`config.mk`:
```
export PLATFORM = sky130hd
export DESIGN_NAME = uart_rx
export DESIGN_NICKNAME = d
export VERILOG_FILES = /design/src/rtl/uart_rx.sv
export SDC_FILE = /design/constraint.sdc
export NUM_CORES = 1
export LEC_CHECK = 0
export BUFFER_PORTS_ARGS = -buffer_cell sky130_fd_sc_hd__clkbuf_2
export CAP_MARGIN = 25
export CORE_MARGIN = 5
export CORE_UTILIZATION = 47
export CTS_CLUSTER_SIZE = 10
export DETAILED_ROUTE_END_ITERATION = 10
export HOLD_SLACK_MARGIN = 0.1
export PLACE_DENSITY = 0.66
export SYNTH_ARGS = -nofsm -noshare
export SYNTH_HDL_FRONTEND = slang
export SYNTH_SLANG_ARGS = --single-unit
```
`constraint.sdc`:
```
create_clock -name CLK -period 3.1 [get_ports CLK]
set_input_delay 0.465 -clock CLK [delete_from_list [all_inputs] [get_ports CLK]]
set_output_delay 0.465 -clock CLK [all_outputs]
set_load 0.1 [all_outputs]
```
`src/rtl/uart_rx.sv`:
```
// uart_rx: oversampling UART receiver with 3-sample majority voting; parity support enabled by UART_RX_PARITY_EN
module uart_rx #(
    parameter int DATA_WIDTH = 8
) (
    input  logic                  CLK,
    input  logic                  RST,
    input  logic                  RX_IN,
    input  logic                  PAR_EN,
    input  logic                  PAR_TYP,
    input  logic [5:0]            Prescale,
    output logic [DATA_WIDTH-1:0] P_DATA,
    output logic                  Data_Valid,
    output logic                  Par_Err,
    output logic                  Stop_Err
);
    localparam int BW = $clog2(DATA_WIDTH + 3);
    typedef enum logic [2:0] {IDLE, START, DATA, PARITY, STOP} state_t;
    state_t                state_q, state_d;
    logic [5:0]            edge_q, edge_d, pre_q, pre_d, pre_sel, half;
    logic [BW-1:0]         bit_q, bit_d;
    logic                  s0_q, s0_d, s1_q, s1_d, smp_q, smp_d;
    logic [DATA_WIDTH-1:0] shift_q, shift_d, data_q, data_d;
    logic                  dv_q, dv_d, pe_q, pe_d, se_q, se_d;
    logic                  wrap, start_det, par_on, par_bad;
    assign pre_sel   = (Prescale == 6'd16 || Prescale == 6'd32) ? Prescale : 6'd8;
    assign half      = {1'b0, pre_q[5:1]};
    assign wrap      = edge_q == pre_q - 6'd1;
    assign start_det = !RX_IN && (state_q == IDLE || (state_q == STOP && wrap));
`ifdef UART_RX_PARITY_EN
    logic par_en_q, par_typ_q, par_bit_q;
    // Latch parity configuration at start detection and capture the received parity bit
    always_ff @(posedge CLK) begin
        if (RST) begin
            par_en_q  <= 1'b0;
            par_typ_q <= 1'b0;
            par_bit_q <= 1'b0;
        end else begin
            if (start_det) begin
                par_en_q  <= PAR_EN;
                par_typ_q <= PAR_TYP;
            end
            if (state_q == PARITY && wrap) par_bit_q <= smp_q;
        end
    end
    assign par_on  = par_en_q;
    assign par_bad = par_en_q && (par_bit_q != (^shift_q ^ par_typ_q));
`else
    logic unused_par;
    assign unused_par = PAR_EN ^ PAR_TYP;
    assign par_on     = 1'b0;
    assign par_bad    = 1'b0;
`endif
    // Next-state logic: per-bit edge counting, mid-bit majority vote, frame sequencing and evaluation
    always_comb begin
        state_d = state_q;
        edge_d  = edge_q + 6'd1;
        bit_d   = bit_q;
        pre_d   = pre_q;
        s0_d    = s0_q;
        s1_d    = s1_q;
        smp_d   = smp_q;
        shift_d = shift_q;
        data_d  = data_q;
        dv_d    = 1'b0;
        pe_d    = 1'b0;
        se_d    = 1'b0;
        if (edge_q == half - 6'd1) s0_d = RX_IN;
        if (edge_q == half) s1_d = RX_IN;
        if (edge_q == half + 6'd1) smp_d = (s0_q & s1_q) | (s0_q & RX_IN) | (s1_q & RX_IN);
        if (wrap) begin
            edge_d = 6'd0;
            bit_d  = bit_q + BW'(1);
        end
        case (state_q)
            IDLE: begin
                edge_d = 6'd0;
                bit_d  = '0;
            end
            START:  if (wrap) state_d = smp_q ? IDLE : DATA;
            DATA: if (wrap) begin
                shift_d = {smp_q, shift_q[DATA_WIDTH-1:1]};
                if (bit_q == BW'(DATA_WIDTH)) state_d = par_on ? PARITY : STOP;
            end
            PARITY: if (wrap) state_d = STOP;
            STOP: if (wrap) begin
                state_d = IDLE;
                dv_d    = smp_q && !par_bad;
                pe_d    = par_bad;
                se_d    = !smp_q;
                data_d  = (smp_q && !par_bad) ? shift_q : data_q;
            end
            default: state_d = IDLE;
        endcase
        if (start_det) begin
            state_d = START;
            edge_d  = 6'd0;
            bit_d   = '0;
            pre_d   = pre_sel;
        end
    end
    // State register with synchronous reset
    always_ff @(posedge CLK) begin
        if (RST) begin
            state_q <= IDLE;
            edge_q  <= 6'd0;
            bit_q   <= '0;
            pre_q   <= 6'd8;
            s0_q    <= 1'b1;
            s1_q    <= 1'b1;
            smp_q   <= 1'b1;
            shift_q <= '0;
            data_q  <= '0;
            dv_q    <= 1'b0;
            pe_q    <= 1'b0;
            se_q    <= 1'b0;
        end else begin
            state_q <= state_d;
            edge_q  <= edge_d;
            bit_q   <= bit_d;
            pre_q   <= pre_d;
            s0_q    <= s0_d;
            s1_q    <= s1_d;
            smp_q   <= smp_d;
            shift_q <= shift_d;
            data_q  <= data_d;
            dv_q    <= dv_d;
            pe_q    <= pe_d;
            se_q    <= se_d;
        end
    end
    assign P_DATA     = data_q;
    assign Data_Valid = dv_q;
    assign Par_Err    = pe_q;
    assign Stop_Err   = se_q;
endmodule

```
==> After elaboration in Yosys (flattened, before gate mapping) <==
Cells that the tools add are included.
{ "word_totals": {"register_bits": 40, "input_bits": 11} }
{ "op_classes": {"n_addsub": 5, "eq_ne": 22, "mux": 9, "n_bitwise": 8, "reduce_logical": 15} }
{ "op_table": {"columns": ["operator", "count"], "rows": [
  ["6-bit == test", 3],
  ["3-bit two-way mux", 5],
  ["3-bit inequality test (second input constant)", 5],
  ["3-bit one-hot mux with 5 select lines", 1],
  ["2-bit inequality test (second input constant)", 6],
  ["6-bit AND reduction", 2],
  ["5-bit by 1-bit adder with 6-bit output (second input constant)", 1],
  ["6-bit by 1-bit adder with 6-bit output (second input constant)", 1],
  ["3-bit by 2-bit == test with 1-bit output (second input constant)", 2],
  ["6-bit by 5-bit == test with 1-bit output", 1],
  ["6-bit by 5-bit == test with 1-bit output (second input constant)", 1],
  ["6-bit == test (second input constant)", 1],
  ["6-bit two-way mux", 1],
  ["3-bit OR reduction", 2],
  ["5-bit by 1-bit subtractor with 6-bit output (second input constant)", 1],
  ["6-bit by 1-bit subtractor with 6-bit output (second input constant)", 1],
  ["4-bit by 1-bit adder with 4-bit output (second input constant)", 1],
  ["4-bit == test (second input constant)", 1],
  ["4-bit OR reduction", 1],
  ["1-bit bitwise AND", 3],
  ["3-bit by 1-bit == test with 1-bit output (second input constant)", 1],
  ["3-bit == test (second input constant)", 1],
  ["3-bit logical NOT", 1],
  ["1-bit NOT", 3],
  ["9 further kinds", 13]
]} }

==> Logic depth before layout (Yosys ltp) <==
Gate-level depths: netlist of the first run.
{ "logic_depth": {"word_depth": 7, "depth_mapped": 9} }

==> Worst setup path after synthesis of the first run <==
Ideal clock, no wire load.
{ "synth_path": {"path_kind": "register to register", "startpoint": "register pre_q[2]", "endpoint": "register pre_q[4]", "arrival_time_ns": 2.061, "path_slack_ns": 0.919, "stages_incl_launch_ff": 9, "path_buffers": 0, "cell_sequence": "dfxtp_1 -> inv_1 -> ha_1 -> a21boi_0 -> nand2_1 -> xnor2_2 -> and3b_1 -> a21oi_1 -> mux2_2"} }
{ "synth_between": {"elab_chain_cells": 5} }
{ "synth_lines": {"columns": ["item", "line", "rtl"], "rows": [
  ["start: declaration", "19", "logic [5:0] edge_q, edge_d, pre_q, pre_d, pre_sel, half;"],
  ["start signal: assignment", "120", "pre_q <= pre_d;"],
  ["6-bit by 1-bit subtractor with 6-bit output", "27", "assign wrap = edge_q == pre_q - 6'd1;"],
  ["6-bit == test", "27", null],
  ["1-bit logical AND", "28", "assign start_det = !RX_IN && (state_q == IDLE || (state_q == STOP && wrap));"],
  ["1-bit logical OR", "28", null],
  ["1-bit logical AND", "28", null]
]} }
No other way between the ends.
A chain may end at the register's enable or synchronous reset.

==> Final worst setup path of the first run <==
{ "layout_path": {"startpoint": "register pre_q[2]", "endpoint": "register bit_q[3]"} }
{ "layout_between": {"elab_chain_cells": 6} }
{ "layout_lines": {"columns": ["item", "line", "rtl"], "rows": [
  ["6-bit by 1-bit subtractor with 6-bit output (*)", "27", null],
  ["6-bit == test (*)", "27", null],
  ["1-bit logical AND", "28", null],
  ["1-bit logical OR", "28", null],
  ["1-bit logical AND", "28", null],
  ["3-bit OR reduction (no line)", null, null],
  ["end signal: assignment", "119", "bit_q <= bit_d;"],
  ["end: declaration", "20", "logic [BW-1:0] bit_q, bit_d;"]
]} }
Mark *: on every way between the ends. The rest lies on a longest branch, timed or not.

==> impl_results.md, run 1 <==
* Startpoint types: flop
* Hold Path Stages at 3
* Final hold slack at 0.486 ns
* Syn-to-layout area delta at 10.8%
* Min-delay src: RX_IN
* I/O pins at 22
* Clk_lat worst skew at 0.30 ns
* Max H-tree Level at 2
* Initial antenna violation count at 0
* Detailed Route Iter0 Violations at 38
* TritonCTS buffer count at 5
* Routed Wire Length at 3810 um
* Post-synth EDFFs at 0
* Clock transition at path regs at 0.08 ns
* CTS Hold Buffers Added at 0
* Final Max Tran Viols at 0
* Vias in the first global route at 1,523
* Setup TNS at 0 ns
* Slowest-stage cell, CP: or4_1
* Layout Skew at 0.00663 ns
* Placed Area at 2200 um2
* Ys Warns at 0
* Layout Utilization at 53.6%
* Final period util at 82.0%
* Clk buf depth at 2
* Sequential share of the synthesized area at 38.3%
* Setup ws final at 0.557 ns
* P_leak at 0.981 nW
* RSZ-0062 raised after global routing: false
* Syn Nets at 251
* Worst-margin pin slew at 0.570 ns
* Die area at 5880 um2
* Hold path endpoint: s1_q
* Worst-case reg-to-reg path depth at 8
* Design Area, Final at 2320 um2
* Die extent in y at 76.7 um
* Pre-CTS WS at 0.602 ns
* DR vias at 1,588
* CTS tree: yes
* Req. time, crit path at 3.34 ns
* Share of cells above drive strength 1 at 13.3%
* Synth cell types at 46
* Pwr Density at 432 nW/um2
* Status: completed
* Peak Freq at 393 MHz
* Initial Util at 48.3%
* DIE WIDTH at 76.7 um
* CP Class: flop to flop
* R2R Setup Slk at 0.56 ns
* Port bufs at 18
* Crit path DAT at 2.78 ns
* Cell Area, Synth at 2090 um2
* Relative slew margins at 61.8%
* Buffer count from post-CTS setup fixing at 0
* Crit path time final at 2.54 ns
* Setup Viol. Count Final at 0
* Largest net degree at the start of global routing at 31
* Root buf cell: clkbuf_8
* IR drop worst, VDD at 264 uV
* Site row count at 24
* Vias per inst at 5.28
* Main synth FF type: dfxtp_1
* CP Capture Type: flop
* Max incr delay on CP at 0.59 ns
* Max capacitance violation total at 0
* Remaining DRCs at 0
* Core Area at 4320 um2
* Dpl hpwl at 2700 um
* Syn avg cell area at 8.97 um2
* GPL Wtd Cong at 0.850
* Flops & latches, synth at 40
* Post-cts resize count at 0
* Worst R2R Start: pre_q[2]
* Routed Antenna Nets at 0
* FFs w/ async S/R, synth at 0%
* First-pass GRT wire length at 6770 um
* Pre-antenna DRT Iters at 4
* Crit path cell chain: inv_1 > ha_1 > a21boi_0 > nand2_1 > xnor2_2 > nand4_1 > or4_1 > a21oi_1
* # clock sinks at 40
* Hold WC Path Type: input pin to flop
* Total track usage at 13.8%
* Diodes inserted at 0
* WL per Instance at 12.7 um
* Final hold violations at 0
* Crit Reg-Reg Endpoint: bit_q[3]
* Final #Nets at 266
* CP max FO at 8
* Grt ovf at 0
* Cells after synthesis at 233
per-stage QoR:
step	std cells	total power, W
5_1_grt	301	0.00105
3_5_place_dp	293	0.000574
3_3_place_gp	293	0.000574
2_1_floorplan	233	0.000563
4_1_cts	301	0.00102
6_report	301	0.00100
cell families (layout without fill, tap and decap cells):
kind of cell             Yosys count  in the layout  synth area share, %
XOR/XNOR                          22             22                 9.58
adder cells (fa/ha/maj)            8              8                 4.67
other                              1              1                0.179
flip-flops                        40             40                 38.3
AO/OA/AOI/OAI                     27             27                 8.86
AND/OR/NAND/NOR                   96             96                 24.3
multiplexers                      21             21                 10.2
buffers and inverters             18             34                 3.95
cells in the mapped netlist (2+ instances only):
| master | number | area, um2 |
|---|---|---|
| a21oi_1 | 7 | 35.0 |
| nand4b_1 | 3 | 26.3 |
| and2_1 | 3 | 18.8 |
| nand2_1 | 9 | 33.8 |
| nor3_1 | 9 | 45.0 |
| nor2_1 | 34 | 128 |
| nand4_1 | 3 | 18.8 |
| buf_2 | 3 | 15.0 |
| buf_4 | 3 | 22.5 |
| and3b_1 | 2 | 17.5 |
| nor2b_1 | 4 | 25.0 |
| a21boi_0 | 3 | 22.5 |
| a211oi_1 | 3 | 22.5 |
| nor4_1 | 2 | 12.5 |
| xor2_1 | 8 | 70.1 |
| mux2_2 | 2 | 22.5 |
| o31ai_1 | 2 | 15.0 |
| clkbuf_1 | 6 | 22.5 |
| inv_1 | 6 | 22.5 |
| and3_1 | 2 | 12.5 |
| nand2b_1 | 6 | 37.5 |
| a31oi_1 | 2 | 12.5 |
| mux2i_1 | 19 | 190 |
| ha_1 | 7 | 87.6 |
| or3_1 | 2 | 12.5 |
| nand3_1 | 6 | 30.0 |
| dfxtp_1 | 40 | 801 |
| nor3b_1 | 2 | 15.0 |
| o21ai_0 | 4 | 20.0 |
| xnor2_1 | 13 | 114 |
| nand3b_1 | 3 | 22.5 |
cell usage in the layout, fill, tap and decap left out, types with 7 or more instances in the layout:
cell      instances
dfxtp_1          40
nor3_1            9
ha_1              7
nand2_1           9
a21oi_1           7
xnor2_1          13
nor2_1           34
clkbuf_2         18
mux2i_1          19
xor2_1            8
cell type report:
type | count | area [um2]
inverter | 6 | 22.5
sequential | 40 | 801
clock buffer | 5 | 68.8
timing repair buffer | 20 | 105
fill | 417 | 2010
tap | 52 | 65.1
clock inverter | 3 | 47.5
multi-input combinational | 175 | 1210
worst max-delay path: cells and delay by family, from the launching register on:
kind / cells / cell delay (ns)
buf+inv: 1 / 0.13
simple gates: 3 / 1.04
fa+ha+maj: 1 / 0.20
compound gates: 2 / 0.41
xor+xnor: 1 / 0.21
flops: 1 / 0.49
layer usage:
metal / wire [um] / track usage [%] / vias up
li1: - / - / 835
met1: 1910 / 18.0 / 719
met2: 1690 / 21.6 / 27
met3: 145 / 3.63 / 7
met4: 59 / 5.24 / 0
met5: 0 / 0 / -
flip-flops by register name (all words and copies together) (netlist names), 3 cells and up:
signal	flops
P_DATA	8
pre_q	6
edge_q	6
bit_q	4
state_q	3
shift_q	8
where the power goes:
part	internal, W	leakage [nW]	switching, W
clock	0.000242	0.0583	0.000197
combinational	0.0000150	0.600	0.0000255
sequential	0.000516	0.323	0.00000497
how the worst max path moves through the flow:
| stage | from | to | slack, ns | depth (start not counted) |
|---|---|---|---|---|
| after floorplan | pre_q[2] | pre_q[4] | 0.92 | 8 |
| after global placement | pre_q[2] | state_q[2] | 0.60 | 8 |
| after detailed placement | pre_q[2] | bit_q[3] | 0.60 | 8 |
| after CTS | pre_q[2] | state_q[2] | 0.54 | 8 |
| after global routing | pre_q[2] | bit_q[3] | 0.29 | 8 |
| final | pre_q[2] | bit_q[3] | 0.56 | 8 |
(Power assumes the default switching activity.)
==> run 2, diff against run 1 <==
PLACE_DENSITY = 0.69   (was 0.66)
clock period = 2.2 ns   (was 3.1 ns; I/O delays follow)
==> run 2 against run 1 <==
  * Maximum frequency is 21% higher
  * Cell area rose by 7.3%
  * Clock-buffer cell count stayed put
  * Cell count grew 5.0%
  * Worst hold slack lost 0.12 ns
  * Largest cell class unchanged
==> impl_results.md, run 2 (same netlist as run 1, synthesis figures left out) <==
* Vias in the first global route at 1,576
* Root buf cell: clkbuf_8
* Max incr delay on CP at 0.49 ns
* Routed Wire Length at 4090 um
* Share of cells above drive strength 1 at 23.9%
* Max capacitance violation total at 0
* Critical path's top delay family: simple AND/OR/NAND/NOR gates
* CP Class: flop to flop
* Slowest-stage cell, CP: or4_1
* Hold path endpoint: s0_q
* Worst-margin pin slew at 0.605 ns
* Total track usage at 14.3%
* WL per Instance at 12.9 um
* Design Area, Final at 2490 um2
* Pwr Density at 508 nW/um2
* Clk_lat worst skew at 0.29 ns
* IR drop worst, VDD at 325 uV
* Dpl hpwl at 2940 um
* # clock sinks at 40
* Status: completed
* Peak Freq at 475 MHz
* Port bufs at 18
* CTS Hold Buffers Added at 0
* Core Area at 4320 um2
* Comb power frac at 5.1%
* Final #Nets at 282
* Syn-to-layout area delta at 19.0%
* Pre-antenna DRT Iters at 4
* Initial antenna violation count at 0
* Final hold violations at 0
* Req. time, crit path at 2.43 ns
* Crit path DAT at 2.33 ns
* Most common cell after layout, fill and taps aside: dfxtp_1
* Routed Antenna Nets at 0
* Min-delay src: RX_IN
* Placed Area at 2320 um2
* Cells after DPL at 309
* Final Max Tran Viols at 0
* CP Capture Type: flop
* GPL Wtd Cong at 0.822
* TritonCTS buffer count at 5
* Largest net degree at the start of global routing at 31
* Crit path time final at 2.11 ns
* Reg power frac at 58.1%
* Net Sw Frac at 23.6%
* Diodes inserted at 0
* Final period util at 95.8%
* Most frequent cells in the layout: 37 x dfxtp_1, 34 x nor2_1, 19 x mux2i_1
* Setup Viol. Count Final at 0
* DR vias at 1,682
* Initial Util at 48.3%
* Worst-case reg-to-reg path depth at 8
* Startpoint types: flop
* Psw at 0.000298 W
* Buffer and inverter count on the worst path at 2
* Layout fillers at 405
* Clk buf depth at 2
* Layout Skew at 0.00419 ns
* R2R Setup Slk at 0.09 ns
* Max H-tree Level at 2
* Hold WC Path Type: input pin to flop
* DIE WIDTH at 76.7 um
* Relative slew margins at 59.3%
* I/O pins at 22
* P_leak at 1.09 nW
* Remaining DRCs at 0
* Crit Reg-Reg Endpoint: bit_q[3]
* P_int at 0.000966 W
* Worst path depth at 8
* CP max FO at 7
* CTS tree: yes
* Clock transition at path regs at 0.08 ns
* First-pass GRT wire length at 6960 um
* Worst R2R Start: pre_q[1]
* Vias per inst at 5.32
* Hold Path Stages at 3
* Die area at 5880 um2
* Crit path cell chain: inv_2 > ha_4 > nand2_1 > o41ai_4 > nand4_1 > buf_6 > or4_1 > a21oi_1
* Site row count at 24
* Buffer count from post-CTS setup fixing at 0
* Post-route insts no fill at 316
* Grt ovf at 0
* Die extent in y at 76.7 um
* Share of total power in the clock network at 36.8%
* Detailed Route Iter0 Violations at 60
-- run 2: layer usage --
metal  part of all wire [%]  vias up  track usage, %
met4                    1.8        0            4.37
met5                      0        -               0
li1                       -      871               -
met3                    4.0        9            5.04
met1                     47      770            17.4
met2                     47       32            23.4
-- run 2: power groups by stage --
stage | clock network (W) | registers (W) | logic [W]
2_1_floorplan | 0 | 0.000746 | 0.0000472
3_3_place_gp | 0 | 0.000751 | 0.0000602
3_5_place_dp | 0 | 0.000751 | 0.0000607
4_1_cts | 0.000484 | 0.000734 | 0.0000620
5_1_grt | 0.000526 | 0.000735 | 0.0000698
6_report | 0.000466 | 0.000734 | 0.0000640
-- run 2: area by class of cell --
| class | count | area [um2] | area share (%) |
|---|---|---|---|
| multi-input cells | 175 | 1280 | 51.6 |
| flip-flops and latches | 40 | 805 | 32.4 |
| repair buffers | 36 | 229 | 9.21 |
| clock buffers | 5 | 68.8 | 2.77 |
| well taps | 52 | 65.1 | 2.62 |
| inverters | 6 | 22.5 | 0.906 |
| clock inverters | 2 | 12.5 | 0.503 |
-- run 2: worst max path at each step --
stage / end / slack (ns) / start
4_1_cts: bit_q[3] / -0.002 / pre_q[1]
3_3_place_gp: pre_q[5] / 0.02 / pre_q[1]
2_1_floorplan: pre_q[4] / 0.02 / pre_q[2]
5_1_grt: bit_q[3] / -0.02 / pre_q[1]
6_report: bit_q[3] / 0.09 / pre_q[1]
3_5_place_dp: pre_q[4] / -0.01 / pre_q[1]
-- run 2: metrics by stage --
step	power, W	TNS, ns	hold WS [ns]	setup slack [ns]	util [%]
final	0.00126	0	0.366	0.0926	57.5
after floorplan	0.000794	0	0.448	0.0185	-
after CTS	0.00128	-0.00163	0.359	-0.00163	55.8
after global placement	0.000811	0	0.465	0.0221	53.6
after detailed placement	0.000812	-0.0153	0.472	-0.0140	53.6
after global routing	0.00133	-0.0244	0.379	-0.0244	57.5
-- run 2: what timing repair did --
action / in CTS / in global routing
gates resized for setup: 2 / 19
endpoints found under the setup margin: 3 / 18
pin swaps: 0 / 5
-- run 2: worst min-delay path, cell delays in order --
cell	delay [ns]
clkbuf_2	0.15
mux2i_1	0.09
nand2b_1	0.06
==> run 3, diff against run 2 <==
RECOVER_POWER = 50   (was not set)
==> run 3 against run 2 <==
  * Power hardly changed
  * Cell count unchanged
  * Register-to-register slack is essentially flat
  * Clock-buffer cell count unchanged
  * Utilization down 0.38 points
  * Cell area fell by 0.65%
  * Die area unchanged
  * Global-route usage unchanged
  * Worst hold slack worse by 0.0013 ns
  * Largest cell class unchanged
==> impl_results.md, run 3 (same netlist as run 1, synthesis figures left out) <==
* Worst-margin pin slew at 1.17 ns
* Clk_lat worst skew at 0.29 ns
* Peak Freq at 474 MHz
* Max H-tree Level at 2
* Grt ovf at 0
* Initial Util at 48.3%
* CP max FO at 7
* Placed Area at 2320 um2
* P_int at 0.000966 W
* Crit path cell chain: inv_2 > ha_4 > nand2_1 > o41ai_4 > nand4_1 > buf_6 > or4_1 > a21oi_1
* Final #Nets at 282
* Site row count at 24
* Worst Setup SP: pre_q[1]
* DR vias at 1,669
* Dpl hpwl at 2940 um
* Startpoint types: flop
* Vias per inst at 5.28
* Slowest-stage cell, CP: or4_1
* Relative slew margins at 22.6%
* Most common cell after layout, fill and taps aside: dfxtp_1
* Routed Antenna Nets at 0
* Final period util at 95.8%
* Pwr Density at 512 nW/um2
* Layout Utilization at 57.1%
* Status: completed
* Pre-antenna DRT Iters at 4
* Clk buf depth at 2
* Pre-CTS WS at -0.0140 ns
* Crit path DAT at 2.33 ns
* Layout fillers at 412
* Diodes inserted at 0
* Reg power frac at 58.1%
* Setup ws final at 0.0924 ns
* Worst-case reg-to-reg path depth at 8
* IR drop worst, VDD at 324 uV
* Crit path to: bit_q[3]
* Layout Skew at 0.00400 ns
* Worst R2R Start: pre_q[1]
* Setup Viol. Count Final at 0
* Detailed Route Iter0 Violations at 58
* CP Capture Type: flop
* Vias in the first global route at 1,576
* I/O pins at 22
* Req. time, crit path at 2.43 ns
* Design Area, Final at 2470 um2
* Share of cells above drive strength 1 at 19.7%
* Core Area at 4320 um2
* Worst path depth at 8
* Final hold slack at 0.364 ns
* Met3 Wirelength at 160 um
* Max incr delay on CP at 0.49 ns
* Crit path time final at 2.11 ns
* Largest net degree at the start of global routing at 31
* Comb power frac at 5.0%
* Total track usage at 14.3%
* P_leak at 1.05 nW
* Routed Wire Length at 4090 um
* First-pass GRT wire length at 6960 um
* # clock sinks at 40
* DIE WIDTH at 76.7 um
* Critical path's top delay family: simple AND/OR/NAND/NOR gates
* Final Max Tran Viols at 0
* Crit Reg-Reg Endpoint: bit_q[3]
* Max capacitance violation total at 0
* Die area at 5880 um2
* Root buf cell: clkbuf_8
* Most frequent cells in the layout: 37 x dfxtp_1, 34 x nor2_1, 19 x mux2i_1
* Buffer count from post-CTS setup fixing at 0
* Remaining DRCs at 0
* CTS tree: yes
* WL met1 at 1930 um
* DR top layer: met4
* Clock transition at path regs at 0.08 ns
* Psw at 0.000298 W
* Hold WC Path Type: input pin to flop
* Net Sw Frac at 23.6%
* WL per Instance at 12.9 um
* Port bufs at 18
* CP Class: flop to flop
* Initial antenna violation count at 0
* GPL Wtd Cong at 0.822
* Syn-to-layout area delta at 18.2%
* Final hold violations at 0
* Met2 WL at 1930 um
* Die extent in y at 76.7 um
* Share of total power in the clock network at 36.9%
* TritonCTS buffer count at 5
* R2R Setup Slk at 0.09 ns
* Buffer and inverter count on the worst path at 2
run 3: cell type report:
| type | instances | area [um2] | share of cell area (%) |
|---|---|---|---|
| inverter | 6 | 22.5 | 0.912 |
| timing repair buffer | 36 | 213 | 8.61 |
| tap | 52 | 65.1 | 2.63 |
| clock buffer | 5 | 68.8 | 2.79 |
| sequential | 40 | 805 | 32.6 |
| clock inverter | 2 | 12.5 | 0.507 |
| multi-input combinational | 175 | 1280 | 52.0 |
run 3: per-stage QoR:
| stage | setup TNS (ns) | power, W | cells |
|---|---|---|---|
| after global placement | 0 | 0.000811 | 309 |
| final | 0 | 0.00126 | 316 |
| after global routing | -0.0244 | 0.00133 | 316 |
| after floorplan | 0 | 0.000794 | 233 |
| after CTS | -0.00163 | 0.00128 | 316 |
| after detailed placement | -0.0153 | 0.000812 | 309 |
run 3: worst min-delay path by stage:
stage / cells after the start / end / from
5_1_grt: 3 / s0_q / RX_IN
2_1_floorplan: 2 / s0_q / s0_q
4_1_cts: 3 / s0_q / RX_IN
3_5_place_dp: 2 / s0_q / s0_q
6_report: 3 / s0_q / RX_IN
3_3_place_gp: 2 / s0_q / s0_q
run 3: power by group through the flow:
| stage | combinational [W] | sequential, W | clock [W] |
|---|---|---|---|
| finish | 0.0000636 | 0.000734 | 0.000466 |
| global route | 0.0000697 | 0.000735 | 0.000526 |
| CTS | 0.0000620 | 0.000734 | 0.000484 |
| detailed placement | 0.0000607 | 0.000751 | 0 |
| global placement | 0.0000602 | 0.000751 | 0 |
| floorplan | 0.0000472 | 0.000746 | 0 |
run 3: metal layers:
metal	global-route usage, %	vias up
met5	0	-
met4	4.37	0
met3	5.04	9
met2	23.4	32
met1	17.4	760
li1	-	868
run 3: worst reg2reg max path: cells and delay by family, from the launching register on:
| family | cells | cell delay, ns |
|---|---|---|
| buffers and inverters | 2 | 0.25 |
| adders and majority gates | 1 | 0.16 |
| and+or+nand+nor | 3 | 0.76 |
| DFF | 1 | 0.33 |
| AOI/OAI and AO/OA | 2 | 0.55 |
run 3: timing repair:
action                                  CTS  global route
gates resized for setup                   2            19
endpoints found under the setup margin    3            18
pin swaps                                 0             5
hold buffers                              0             0
